**src/rtl/ps2_key_filter.sv**
```systemverilog
// PS/2 scan-code filter: parses make/break/E0 sequences, folds arrows onto WASD,
// drops typematic repeats and releases buffered key events as single-cycle pulses.
module ps2_key_filter #(
  parameter logic [25:0] TIMEOUT_CYCLES = 26'd50_000_000
) (
  input  logic       clock,
  input  logic       resetn,
  input  logic       ps2_byte_valid,
  input  logic [7:0] ps2_byte,
  input  logic       key_ready,
  output logic       key_pressed,
  output logic [7:0] key_data,
  output logic [2:0] fifo_count,
  output logic       overflow
);

  typedef enum logic [1:0] {StIdle, StExt, StBrk, StExtBrk} state_e;

  state_e      state_q, state_d;
  logic [25:0] tmo_q, tmo_d;
  logic [7:0]  held_q, held_d;
  logic [7:0]  mem_q [4];
  logic [1:0]  wptr_q, wptr_d, rptr_q, rptr_d;
  logic [2:0]  cnt_q, cnt_d;
  logic        kp_q, kp_d;
  logic [7:0]  data_q, data_d;
  logic        ovf_q, ovf_d;

  logic        push, push_ok, pop, full;
  logic [7:0]  push_code;
  logic [8:0]  norm_map, ext_map;

  // Returns {valid, code}.
  function automatic logic [8:0] map_normal(input logic [7:0] b);
    unique case (b)
      8'h1D, 8'h1C, 8'h1B, 8'h23, 8'h29, 8'h5A: return {1'b1, b};
      default:                                  return 9'h000;
    endcase
  endfunction

  function automatic logic [8:0] map_ext(input logic [7:0] b);
    unique case (b)
      8'h75:   return {1'b1, 8'h1D};
      8'h72:   return {1'b1, 8'h1B};
      8'h6B:   return {1'b1, 8'h1C};
      8'h74:   return {1'b1, 8'h23};
      default: return 9'h000;
    endcase
  endfunction

  assign norm_map = map_normal(ps2_byte);
  assign ext_map  = map_ext(ps2_byte);

  always_comb begin
    state_d   = state_q;
    held_d    = held_q;
    tmo_d     = '0;
    push      = 1'b0;
    push_code = '0;
    if (ps2_byte_valid) begin
      unique case (state_q)
        StIdle: begin
          if (ps2_byte == 8'hE0) begin
            state_d = StExt;
          end else if (ps2_byte == 8'hF0) begin
            state_d = StBrk;
          end else if (norm_map[8] && norm_map[7:0] != held_q) begin
            push      = 1'b1;
            push_code = norm_map[7:0];
            held_d    = norm_map[7:0];
          end
        end
        StExt: begin
          if (ps2_byte == 8'hF0) begin
            state_d = StExtBrk;
          end else begin
            state_d = StIdle;
            if (ext_map[8] && ext_map[7:0] != held_q) begin
              push      = 1'b1;
              push_code = ext_map[7:0];
              held_d    = ext_map[7:0];
            end
          end
        end
        StBrk: begin
          state_d = StIdle;
          if (norm_map[8] && norm_map[7:0] == held_q) held_d = '0;
        end
        StExtBrk: begin
          state_d = StIdle;
          if (ext_map[8] && ext_map[7:0] == held_q) held_d = '0;
        end
      endcase
    end else if (state_q != StIdle) begin
      // Abandon a half-received sequence if the keyboard goes quiet.
      if (tmo_q == TIMEOUT_CYCLES - 26'd1) begin
        state_d = StIdle;
      end else begin
        tmo_d = tmo_q + 26'd1;
      end
    end
  end

  always_comb begin
    full    = (cnt_q == 3'd4);
    pop     = (cnt_q != 3'd0) && key_ready && !kp_q;
    push_ok = push && !full;
    ovf_d   = ovf_q | (push && full);
    wptr_d  = push_ok ? wptr_q + 2'd1 : wptr_q;
    rptr_d  = pop ? rptr_q + 2'd1 : rptr_q;
    cnt_d   = cnt_q;
    if (push_ok && !pop) cnt_d = cnt_q + 3'd1;
    if (!push_ok && pop) cnt_d = cnt_q - 3'd1;
    kp_d    = pop;
    data_d  = pop ? mem_q[rptr_q] : data_q;
  end

  always_ff @(posedge clock) begin
    if (!resetn) begin
      state_q <= StIdle;
      tmo_q   <= '0;
      held_q  <= '0;
      wptr_q  <= '0;
      rptr_q  <= '0;
      cnt_q   <= '0;
      kp_q    <= 1'b0;
      data_q  <= '0;
      ovf_q   <= 1'b0;
    end else begin
      state_q <= state_d;
      tmo_q   <= tmo_d;
      held_q  <= held_d;
      wptr_q  <= wptr_d;
      rptr_q  <= rptr_d;
      cnt_q   <= cnt_d;
      kp_q    <= kp_d;
      data_q  <= data_d;
      ovf_q   <= ovf_d;
    end
  end

  always_ff @(posedge clock) begin
    if (resetn && push_ok) mem_q[wptr_q] <= push_code;
  end

  assign key_pressed = kp_q;
  assign key_data    = data_q;
  assign fifo_count  = cnt_q;
  assign overflow    = ovf_q;

endmodule

```
**config.mk**
```make
export PLATFORM = sky130hd
export DESIGN_NAME = ps2_key_filter
export DESIGN_NICKNAME = d
export VERILOG_FILES = /design/src/rtl/ps2_key_filter.sv
export SDC_FILE = /design/constraint.sdc
export NUM_CORES = 1
export LEC_CHECK = 0
export ABC_AREA = 1
export ABC_CLOCK_PERIOD_IN_PS = 8800
export CORE_UTILIZATION = 32
export CTS_CLUSTER_SIZE = 12
export DETAILED_ROUTE_END_ITERATION = 10
export DONT_BUFFER_PORTS = 1
export PLACE_DENSITY = 0.46
export SYNTH_ARGS = -nofsm -noshare
export SYNTH_HDL_FRONTEND = slang
export SYNTH_SLANG_ARGS = --single-unit
```
**constraint.sdc**
```tcl
create_clock -name clock -period 8.8 [get_ports clock]
set_clock_uncertainty 0.05 [all_clocks]
set_input_delay 1.32 -clock clock [delete_from_list [all_inputs] [get_ports clock]]
set_output_delay 1.32 -clock clock [all_outputs]
set_load 0.01 [all_outputs]
```
Word level (Yosys, flattened, before mapping)
Memory sizes are Yosys's and may differ from the RTL's. A register that Yosys moved wholly into a read port is not among the register bits.
Index checks and enable logic that the tools add are counted.
W data, S select, Z words.
{ "op_classes": {"n_mux": 35, "multipliers": 0, "shift": 0, "div_mod_pow": 0, "bitwise_logic": 3, "n_reduce_logical": 27, "n_lt_le_gt_ge": 0, "n_addsub": 5, "eq_ne": 29} }
{ "op_table": {"columns": ["operator", "count"], "rows": [
  ["$mux W8", 13],
  ["$eq A8 B7 Y1 const B", 5],
  ["$pmux W9 S4", 1],
  ["$pmux W8 S4", 1],
  ["$add A26 B1 Y26 const B", 1],
  ["$eq A26 B26 Y1 const B", 1],
  ["$eq A8 B5 Y1 const B", 3],
  ["$eq A8 B6 Y1 const B", 2],
  ["$eq A8 B8 Y1", 2],
  ["$eq A8 B8 Y1 const B", 2],
  ["$ne A8 B8 Y1", 2],
  ["$pmux W8 S2", 1],
  ["$ne A2 B2 Y1 const B", 7],
  ["$mux W2", 6],
  ["$logic_and A1 B1 Y1", 11],
  ["$mux W9", 1],
  ["$mux W1", 8],
  ["$reduce_and A8 Y1", 1],
  ["$reduce_bool A2 Y1", 4],
  ["$mux W3", 2],
  ["$pmux W2 S3", 1],
  ["$reduce_or A6 Y1", 1],
  ["$logic_not A1 Y1", 5],
  ["$add A2 B1 Y2 const B", 2],
  ["other kinds (14)", 16]
]} }
{ "word_totals": {"latchBits": 0, "mem_bits_rw": 32, "reg_bits": 45, "elab_cells": 108, "memories": 1, "mem_bits_ro": 0, "in_bits": 12, "out_inout_bits": 13} }
{ "memory_table": {"columns": ["name", "words", "width", "rd", "rd_clocked_by_memory_dff", "write_ports", "line_no", "rtl"], "rows": [
  ["mem_q", 4, 8, 1, 1, 1, "22", "logic [7:0] mem_q [4];"]
]} }

Longest topological paths before layout
Gate-level depths: netlist of the first run.
{ "logic_depth": {"depth_word": 14, "ltp_mapped": 22, "ltp_nobuf": 22} }

Worst setup path before layout of the first run
No wires, ideal clock.
{ "synth_timing": {"kind": "input -> register", "start": "input ps2_byte[4]", "end": "register cnt_q[2], in the netlist fifo_count[2]", "n_path_buf": 1, "t_arrival_ns": 3.669, "setup_ns": 0.070, "required_ns": 8.680, "path_slack_ns": 5.012, "cell_stages": 20, "path_cell_list": "buf_2 nand2_1 nor2_1 nand3_1 nand2_1 nand2_1 nand2_1 nor2_1 nand2_1 o21ai_2 inv_1 nand3_1 nand2_2 nand2_2 ha_1 fa_1 a21oi_1 o21a_1 o21ai_0 a21oi_1"} }
{ "synth_via": {"elab_chain_len": 14, "word_cells_on_any_way": 32, "cone_classes": "eq/ne (14); mux (10); reduce/logical (8)"} }
{ "synth_rtl": {"columns": ["item", "line_no", "rtl"], "rows": [
  ["start, declared", "9", "input logic [7:0] ps2_byte,"],
  ["$eq A8 B5 Y1, or another cell as far along", "35", "unique case (b)"],
  ["$reduce_or A6 Y1", "35", null],
  ["$mux W9", "35", null],
  ["$ne A8 B8 Y1", "67", "end else if (norm_map[8] && norm_map[7:0] != held_q) begin"],
  ["$logic_and A1 B1 Y1", "67", null],
  ["$mux W1", "67", null],
  ["$mux W1", "65", "end else if (ps2_byte == 8'hF0) begin"],
  ["$mux W1", "63", "if (ps2_byte == 8'hE0) begin"],
  ["$pmux W1 S2 *", "61", "unique case (state_q)"],
  ["$mux W1 *", "60", "if (ps2_byte_valid) begin"],
  ["$logic_and A1 B1 Y1 *", "107", "push_ok = push && !full;"],
  ["$logic_not A1 Y1", "113", "if (!push_ok && pop) cnt_d = cnt_q - 3'd1;"],
  ["$logic_and A1 B1 Y1", "113", null],
  ["$mux W3 or $reduce_bool A2 Y1 (tied branches)", null, null],
  ["end signal, assigned", "135", "cnt_q <= cnt_d;"],
  ["end, declared", "24", "logic [2:0] cnt_q, cnt_d;"]
]} }
Mark *: on every way between the ends. The rest lies on a longest branch, timed or not.
A chain may end at the register's enable or synchronous reset.

Final worst setup path of the first run
{ "layout_timing": {"start": "input ps2_byte[3]", "end": "register cnt_q[2], in the netlist fifo_count[2]"} }
The elaborated chain is that of the path after synthesis.

==> flow_metrics.tcl, run 1 <==
set metrics [dict create \
    status "finished, final reports clean" \
    wire_per_inst_um 13.7 \
    fin_crit_sh 0.421 \
    max_stage_delay_ns 0.40 \
    reg2regPathDepth 11 \
    min_period_ns 3.70 \
    vias 3703 \
    placed_area_mm2 0.00458 \
    post_cts_buffers 0 \
    p_comb_frac 0.102 \
    grt_pass1_vias 3514 \
    crit_slowest_cell "fa_1" \
    post-dp-hpwl_mm 7.71 \
    die_height_um 120 \
    cts_tree "built" \
    r2r_slack_ns 6.07 \
    rows 42 \
    holdWs_ns 0.399 \
    grt_pass1_wl_mm 17.4 \
    clk_pin_slew_ns 0.06 \
    synth_edf_count 32 \
    clockPowerShare 0.416 \
    r2r_end "fifo_count[2]" \
    drt-pass1-iter-count 4 \
    die_area_mm2 0.0143 \
    ys.flop_type "dfxtp_1" \
    timing.rr.start "state_q[0]" \
    track_usage 0.155 \
    fin_setup_tns_ns 0 \
    max-clock-path-buffers 2 \
    final_hold_viol_count 0 \
    io_pins 25 \
    ant_nets 0 \
    drt_wl_total_mm 10.5 \
    seq_area_mm2 0.00202 \
    ys_types 40 \
    cpLargestDelayFamily "simple AND/OR/NAND/NOR gates" \
    setup_viol_count_final 0 \
    avgViaCountPerCell 4.86 \
    swShare 0.275 \
    place_inst 746 \
    cap_violations 0 \
    synthToLayoutAreaGrowth_pct 10.5 \
    synthCells 582 \
    grt_overflow 0 \
    postCtsResizedCells 0 \
    pwr-share-seq 0.482 \
    cp.arrival_ns 3.93 \
    drive_above_1_share 0.0631 \
    drt_first_iter_violations 254 \
    io_buffers 0 \
    rsz0062_at_grt "false" \
    critPathCaptureType "flop" \
    h-tree-depth 3 \
    required_ns 9.02 \
    powerDensity_mw_per_mm2 192 \
    ir_drop_mv 0.0962 \
    drc 0 \
    multi_input_area_mm2 0.00201 \
    min_to "tmo_q[0]" \
    slew_viol_final 0 \
    path_cells "nor2_1, nand2_1, nor2_1, a21oi_2, nand2_4, nand2_1, nand2_1, nand2_1, nand2_1, nor2_1, nand2_2, nand3_2, nand2_2, nand2_2, ha_1, fa_1, a21oi_1, o21a_1, o21ai_0, a21oi_1" \
    final_cells 762 \
    cts_sinks 85 \
    initial_core_util 0.331 \
    synth_area_mm2 0.00442 \
    max_freq_ghz 0.270 \
    cp_common_cell "nand2_1" \
    finalNetCount 600 \
    ys_seq_area_frac 0.457 \
    intPower_w 0.000681 \
    grt_max_degree 27 \
    fillers 1401 \
    critPathBufInv 0 \
    worst_slew_pin_slew_ns 1.05 \
    p_leak_nw 1.92 \
    fin_total_pwr_w 0.000940 \
    min_from "tmo_q[0]" \
    critPathLaunchType "primary input" \
    antenna_found_initial 0 \
    die_w_um 120 \
    async_flop_share 0 \
    hold_buffers 0 \
    core_area_mm2 0.0133 \
    synth_area_per_cell_um2 7.60 \
    numCtsBuffers 9 \
    switchingPower_w 0.000258 \
    synth_seq_cells 85 \
    antennaDiodeCount 0 \
    hp-class "flop to flop" \
    clk_latency_ns 0.34 \
    gp_congestion 0.874 \
    yosys_warnings 0 \
    crit_fanout 18 \
    stdcell_area_mm2 0.00489 \
    min_path_cells 1 \
    clock-root-buffer "clkbuf_16" \
    worstSetupPathType "primary input to flop" \
    relSlewSlack 0.296 \
]
-- logic make-up after synthesis --
family / count (synthesis) / share of synthesized area
AOI/OAI and AO/OA: 82 / 0.105
xor gates and xnor gates: 11 / 0.0218
adders and majority gates: 7 / 0.0215
buffers and inverters: 103 / 0.0922
DFF: 85 / 0.457
other: 1 / 0.000848
and+or+nand+nor: 293 / 0.302
-- power by group through the flow --
stage	Combinational [W]	Sequential [W]	Clock (W)
final	0.0000958	0.000453	0.000391
after CTS	0.0000972	0.000453	0.000404
after global placement	0.0000949	0.000462	0
after floorplan	0.0000857	0.000450	0
after detailed placement	0.0000968	0.000462	0
after global routing	0.000111	0.000456	0.000421
-- synth_stat cells, types with 2 or more instances --
cell type / instances / share of area
nand3_2: 3 / 0.0068
nand3_1: 30 / 0.034
a21oi_1: 21 / 0.024
nand2_4: 3 / 0.0076
nor3_1: 16 / 0.018
o21ai_0: 39 / 0.044
o21a_1: 4 / 0.0068
ha_1: 6 / 0.017
nand2_1: 95 / 0.081
nor2_1: 100 / 0.085
nor3b_1: 7 / 0.012
xor2_1: 9 / 0.018
clkbuf_1: 10 / 0.0085
buf_2: 2 / 0.0023
inv_1: 86 / 0.073
nor2_2: 3 / 0.0042
nor4_1: 5 / 0.0071
nand2_2: 5 / 0.0071
edfxtp_1: 32 / 0.22
xnor2_1: 2 / 0.0040
dfxtp_1: 53 / 0.24
a31oi_1: 10 / 0.014
nand4_1: 24 / 0.034
-- how the worst max path moves through the flow --
stage / start / slack, ns / to / depth (start not counted)
global placement: ps2_byte[0] / 4.83 / mem_q[3][7] / 14
global route: ps2_byte[7] / 4.79 / fifo_count[2] / 20
CTS: ps2_byte[7] / 5.13 / fifo_count[2] / 20
finish: ps2_byte[3] / 5.10 / fifo_count[2] / 20
detailed placement: ps2_byte[7] / 4.78 / fifo_count[2] / 20
floorplan: ps2_byte[4] / 5.01 / fifo_count[2] / 20
-- per-layer routing --
metal	up-vias	global-route usage	share of wire
met5	-	0	0
met4	0	0.0609	0.019
met3	15	0.0394	0.039
met2	58	0.245	0.44
met1	1730	0.203	0.50
li1	1900	-	-
-- per-stage QoR --
| step | utilization | worst slack, ns |
|---|---|---|
| after detailed placement | 0.343 | 4.78 |
| after floorplan | - | 5.01 |
| after global placement | 0.343 | 4.83 |
| final | 0.366 | 5.10 |
| after CTS | 0.366 | 5.13 |
| after global routing | 0.366 | 4.79 |
-- area by class of cell --
class | instances | area share
tap | 176 | 0.0450
inverter | 88 | 0.0676
multi-input combinational | 397 | 0.411
clock buffer | 9 | 0.0461
sequential | 85 | 0.414
clock inverter | 7 | 0.0166
-- state kept, by name (all words and copies together), names as in the netlist --
signal / cells
key_pressed: 1
mem_q: 32
rptr_q: 2
overflow: 1
fifo_count: 3
held_q: 8
state_q: 2
key_data: 8
tmo_q: 26
wptr_q: 2
-- worst register-to-register path: stages (launching register included) --
cell and delay, ns:
dfxtp_1 0.41, inv_1 0.08, nor2_1 0.62, nand3_1 0.18, nand2_2 0.16, nand2_2 0.07, ha_1 0.22, fa_1 0.40
a21oi_1 0.16, o21a_1 0.15, o21ai_0 0.07, a21oi_1 0.11
-- placed cells by master (no fill, tap or decap), types with 2 or more instances in the layout --
cell       instances
nor2_1           100
nand2_1           95
inv_1             86
dfxtp_1           53
o21ai_0           39
edfxtp_1          32
nand3_1           30
nand4_1           24
a21oi_1           21
nor3_1            15
a31oi_1           10
xor2_1             9
clkbuf_16          9
nor3b_1            7
ha_1               6
nand2_2            5
nor4_1             5
o21a_1             4
conb_1             4
nor2_2             3
nand2_4            3
nand3_2            3
inv_6              3
xnor2_1            2
No activity file was read; power rests on OpenSTA's default activity.
==> run 2, diff against run 1 <==
--- a/config.mk
+++ b/config.mk
@@ -6,7 +6,7 @@
 export NUM_CORES = 1
 export LEC_CHECK = 0
 export ABC_AREA = 1
-export ABC_CLOCK_PERIOD_IN_PS = 8800
+export ABC_CLOCK_PERIOD_IN_PS = 3850
 export CORE_UTILIZATION = 32
 export CTS_CLUSTER_SIZE = 12
 export DETAILED_ROUTE_END_ITERATION = 10
==> constraint.sdc (replaced) <==
create_clock -name clock -period 3.85 [get_ports clock]
set_clock_uncertainty 0.05 [all_clocks]
set_input_delay 0.5775 -clock clock [delete_from_list [all_inputs] [get_ports clock]]
set_output_delay 0.5775 -clock clock [all_outputs]
set_load 0.01 [all_outputs]
==> run 2 against run 1 <==
Net effect: global-route usage decreased by 0.39 points; total power rose by 120%; sequential power increased by 130%; first-iteration DRC count is 7.1% higher; via count fell by 2.4%.
==> flow_metrics.tcl, run 2 (synthesis results as in run 1) <==
set metrics [dict create \
    intPower_w 0.00155 \
    grt_overflow 0 \
    hold_buffers 0 \
    clk_pin_slew_ns 0.06 \
    grt_max_degree 26 \
    die_area_mm2 0.0143 \
    p_leak_nw 1.93 \
    largest_reg_flops 32 \
    swShare 0.266 \
    pwr-share-seq 0.490 \
    drt-pass1-iter-count 4 \
    min_period_ns 2.97 \
    fin_setup_tns_ns 0 \
    ir_drop_mv 0.211 \
    io_buffers 0 \
    place_inst 752 \
    placed_area_mm2 0.00463 \
    switchingPower_w 0.000561 \
    hp-class "primary input to flop" \
    cap_violations 0 \
    ant_nets 0 \
    post-dp-hpwl_mm 7.31 \
    fin_crit_sh 0.771 \
    die_w_um 120 \
    top_regs "mem_q x32, tmo_q x26" \
    finalNetCount 606 \
    final_cell_mix "nor2_1 (100), nand2_1 (95), inv_1 (86)" \
    vias 3615 \
    required_ns 4.07 \
    cts_sinks 85 \
    cp.arrival_ns 3.19 \
    grt_pass1_wl_mm 17.0 \
    drc 0 \
    max-clock-path-buffers 2 \
    rsz0062_at_grt "false" \
    track_usage 0.151 \
    clk_latency_ns 0.34 \
    numCtsBuffers 9 \
    powerDensity_mw_per_mm2 429 \
    relSlewSlack 0.526 \
    worst_slew_pin_slew_ns 0.705 \
    clockPowerShare 0.405 \
    antenna_found_initial 0 \
    h-tree-depth 3 \
    wire_per_inst_um 13.1 \
    status "finished, final reports clean" \
    fillers 1404 \
    drive_above_1_share 0.0709 \
    worstSetupPathType "primary input to flop" \
    clock-root-buffer "clkbuf_16" \
    die_height_um 120 \
    initial_core_util 0.331 \
    setup_viol_count_final 0 \
    max_freq_ghz 0.337 \
    multi_input_area_mm2 0.00201 \
    critPathCaptureType "flop" \
    post_cts_buffers 0 \
    cts_tree "built" \
    antennaDiodeCount 0 \
    grt_pass1_vias 3447 \
    slew_viol_final 0 \
    top_register "mem_q" \
    crit_fanout 18 \
    io_pins 25 \
    rows 42 \
    avgViaCountPerCell 4.71 \
    synthToLayoutAreaGrowth_pct 11.2 \
    drt_wl_total_mm 10.1 \
    core_area_mm2 0.0133 \
    final_common_cell "nor2_1" \
    p_comb_frac 0.105 \
    stdcell_area_mm2 0.00492 \
    drt_first_iter_violations 272 \
    gp_congestion 0.836 \
    final_hold_viol_count 0 \
    postCtsResizedCells 0 \
    final_cells 768 \
    seq_area_mm2 0.00202 \
    critPathLaunchType "primary input" \
]
-- run 2: cell types whose count changed in the layout (fill, tap and decap cells not counted), sizes merged --
| cell | before | now |
|---|---|---|
| clkbuf | 9 | 10 |
| clkinv | 3 | 4 |
| clkinvlp | 0 | 2 |
| inv | 91 | 87 |
| buf | 0 | 6 |
-- run 2: layout make-up --
class,instances,area share
flip-flops and latches,85,0.411
multi-input cells,397,0.409
inverters,88,0.0671
clock buffers,10,0.0465
well taps,176,0.0447
clock inverters,6,0.0130
repair buffers,6,0.00915
-- run 2: path summary, 6_finish.rpt --
| check | end | from | slack, ns | cells past startpoint |
|---|---|---|---|---|
| setup / recovery | fifo_count[2] | ps2_byte[7] | 0.88 | 20 |
| setup reg to reg | fifo_count[2] | state_q[0] | 1.14 | 12 |
| hold reg to reg | tmo_q[0] | tmo_q[0] | 0.40 | 1 |
| hold / removal | held_q[2] | resetn | 0.31 | 2 |
-- run 2: metrics by stage --
stage | worst slack, ns | hold slack (ns) | power (W) | util
2_1_floorplan | 0.804 | 0.368 | 0.00122 | -
3_3_place_gp | 0.675 | 0.388 | 0.00128 | 0.347
3_5_place_dp | 0.566 | 0.389 | 0.00128 | 0.347
4_1_cts | 0.919 | 0.289 | 0.00215 | 0.369
5_1_grt | 0.588 | 0.294 | 0.00223 | 0.369
6_report | 0.881 | 0.306 | 0.00211 | 0.369
-- run 2: critical path: stages --
cell and delay, ns:
nor2_1 0.16, inv_1 0.06, nor2_1 0.21, a21oi_2 0.13
nand2_4 0.18, nand2_1 0.11, nand2_1 0.07, nand2_1 0.05
nand2_1 0.06, nor2_1 0.06, nand2_2 0.14, nand3_2 0.11
nand2_2 0.13, nand2_2 0.07, ha_1 0.22, fa_1 0.39
a21oi_1 0.15, o21a_1 0.14, o21ai_0 0.07, a21oi_1 0.11
-- run 2: per-layer routing --
metal / global-route usage / up-vias / wire length, µm
li1: - / 1917 / -
met2: 0.231 / 68 / 4400
met4: 0.0547 / 0 / 127
met5: 0 / - / 0
met3: 0.0366 / 11 / 476
met1: 0.207 / 1619 / 5090
-- run 2: power by group through the flow --
stage          combinational [W]  sequential (W)  clock (W)
2_1_floorplan           0.000196         0.00103          0
3_3_place_gp            0.000221         0.00106          0
3_5_place_dp            0.000222         0.00106          0
4_1_cts                 0.000222         0.00104   0.000888
5_1_grt                 0.000263         0.00104   0.000924
6_report                0.000221         0.00103   0.000853
==> run 3, diff against run 2 <==
--- a/config.mk
+++ b/config.mk
@@ -6,12 +6,12 @@
 export NUM_CORES = 1
 export LEC_CHECK = 0
 export ABC_AREA = 1
-export ABC_CLOCK_PERIOD_IN_PS = 3850
+export ABC_CLOCK_PERIOD_IN_PS = 2400
 export CORE_UTILIZATION = 32
 export CTS_CLUSTER_SIZE = 12
 export DETAILED_ROUTE_END_ITERATION = 10
 export DONT_BUFFER_PORTS = 1
-export PLACE_DENSITY = 0.46
+export PLACE_DENSITY = 0.47
 export SYNTH_ARGS = -nofsm -noshare
 export SYNTH_HDL_FRONTEND = slang
 export SYNTH_SLANG_ARGS = --single-unit
==> constraint.sdc (replaced) <==
create_clock -name clock -period 2.4 [get_ports clock]
set_clock_uncertainty 0.05 [all_clocks]
set_input_delay 0.36 -clock clock [delete_from_list [all_inputs] [get_ports clock]]
set_output_delay 0.36 -clock clock [all_outputs]
set_load 0.01 [all_outputs]
==> run 3 against run 2 <==
Net effect: non-clock buffer count grew 50; worst setup slack got worse by 0.82 ns; core utilization increased by 5.8 points.
==> flow_metrics.tcl, run 3 (synthesis results as in run 1) <==
set metrics [dict create \
    grt_pass1_vias 3797 \
    largest_reg_flops 32 \
    grt_max_degree 27 \
    drt-pass1-iter-count 4 \
    worst_slew_pin_slew_ns 0.615 \
    slew_viol_final 0 \
    clock-root-buffer "clkbuf_16" \
    hp-class "primary input to flop" \
    wire_per_inst_um 13.3 \
    met3WireLength_um 361 \
    top_regs "mem_q x32, tmo_q x26" \
    rsz0062_at_grt "true" \
    path_cells "nand2_8, inv_4, nand2_2, nand2_2, a21oi_4, nand2_4, nand3_2, nand2_1, nand2_1, nor2_2, nand2_2, nand3_2, nand2_2, nand2_4, ha_4, fa_2, a21oi_2, o21a_1, o21ai_1, a21oi_1" \
    fin_crit_sh 0.973 \
    cap_violations 0 \
    met2_length_mm 5.06 \
    final_hold_viol_count 0 \
    initial_core_util 0.331 \
    critPathCaptureType "flop" \
    io_buffers 0 \
    status "finished, final reports clean" \
    cp_common_cell "nand2_2" \
    core_area_mm2 0.0133 \
    finalNetCount 657 \
    powerDensity_mw_per_mm2 639 \
    die_w_um 120 \
    max_freq_ghz 0.428 \
    synthToLayoutAreaGrowth_pct 28.8 \
    grt_pass1_wl_mm 17.8 \
    gp_congestion 0.898 \
    ant_nets 0 \
    setup_viol_count_final 0 \
    r2r_slack_ns 0.10 \
    drc 0 \
    drive_above_1_share 0.226 \
    min_period_ns 2.34 \
    clk_pin_slew_ns 0.07 \
    fin_total_pwr_w 0.00364 \
    wl_met1_mm 5.23 \
    top_layer "met4" \
    die_height_um 120 \
    vias 3864 \
    avgViaCountPerCell 4.72 \
    relSlewSlack 0.586 \
    antennaDiodeCount 0 \
    worstSetupPathType "primary input to flop" \
    holdWs_ns 0.0819 \
    clk_latency_ns 0.34 \
    p_leak_nw 2.26 \
    critPathLaunchType "primary input" \
    final_common_cell "nor2_1" \
    post-dp-hpwl_mm 7.78 \
    cts_sinks 85 \
    crit_fanout 7 \
    fin_setup_tns_ns 0 \
    h-tree-depth 3 \
    required_ns 2.63 \
    ir_drop_mv 0.329 \
    critPathBufInv 1 \
    cp.arrival_ns 2.57 \
    io_pins 25 \
    antenna_found_initial 0 \
    cts_tree "built" \
    drt_wl_total_mm 10.9 \
    grt_overflow 0 \
    crit_slowest_cell "fa_2" \
    die_area_mm2 0.0143 \
    cpLargestDelayFamily "simple AND/OR/NAND/NOR gates" \
    top_register "mem_q" \
    max-clock-path-buffers 2 \
    final_cell_mix "nor2_1 (84), inv_1 (81), nand2_1 (81)" \
    rows 42 \
    max_stage_delay_ns 0.37 \
    drt_first_iter_violations 237 \
    fin_util 0.427 \
    track_usage 0.158 \
    numCtsBuffers 9 \
]
## run 3: cell types whose count changed in the layout (fill, tap and decap cells not counted), moves of 8 or more
| cell | delta |
|---|---|
| nand2_2 | +8 |
| nor2_4 | +9 |
| buf_4 | +45 |
| nand2_1 | -14 |
| nand3_1 | -11 |
| nor2_1 | -16 |
## run 3: area by class of cell
class                   instances  area (µm²)
clock buffers                   9         225
clock inverters                 7        98.8
fillers                      1346        7650
inverters                      88         340
multi-input cells             398        2310
flip-flops and latches         85        2020
well taps                     176         220
repair buffers                 56         483
## run 3: layer usage
metal | up-vias | global-route usage
met5 | - | 0
met1 | 1773 | 0.203
li1 | 2020 | -
met2 | 54 | 0.255
met3 | 17 | 0.0366
met4 | 0 | 0.0648
## run 3: worst paths after layout
path | start | to | cells past startpoint
setup / recovery | ps2_byte[0] | fifo_count[2] | 20
hold / removal | resetn | wptr_q[1] | 2
setup reg to reg | held_q[5] | fifo_count[2] | 17
hold reg to reg | tmo_q[0] | tmo_q[0] | 1
## run 3: through the flow
stage               instances  setup WS (ns)  instance area, µm²
floorplan                 585         -0.295                4560
global placement          795         -0.296                5130
detailed placement        795         -0.328                5130
CTS                       811         0.0299                5450
global route              819         -0.101                5700
finish                    819         0.0647                5700
## run 3: timing repair
| item | in CTS | in global routing |
|---|---|---|
| hold endpoints to repair | 0 | 0 |
| setup endpoints to repair | 0 | 39 |
| buffers inserted | 0 | 7 |
| hold buffers | 0 | 0 |
| resized for setup | 0 | 48 |
## run 3: worst reg2reg max path, delay by kind of cell, from the launching register on
| kind | cells | cell delay [ns] |
|---|---|---|
| and+or+nand+nor | 8 | 0.59 |
| DFF | 1 | 0.38 |
| buffers and inverters | 2 | 0.15 |
| AOI/OAI and AO/OA | 5 | 0.54 |
| adders and majority gates | 2 | 0.54 |
## run 3: power by group
part | switching, W | internal (W) | leakage [nW]
Combinational | 0.000297 | 0.000209 | 1.33
Clock | 0.000582 | 0.000916 | 0.156
Sequential | 0.0000814 | 0.00155 | 0.766
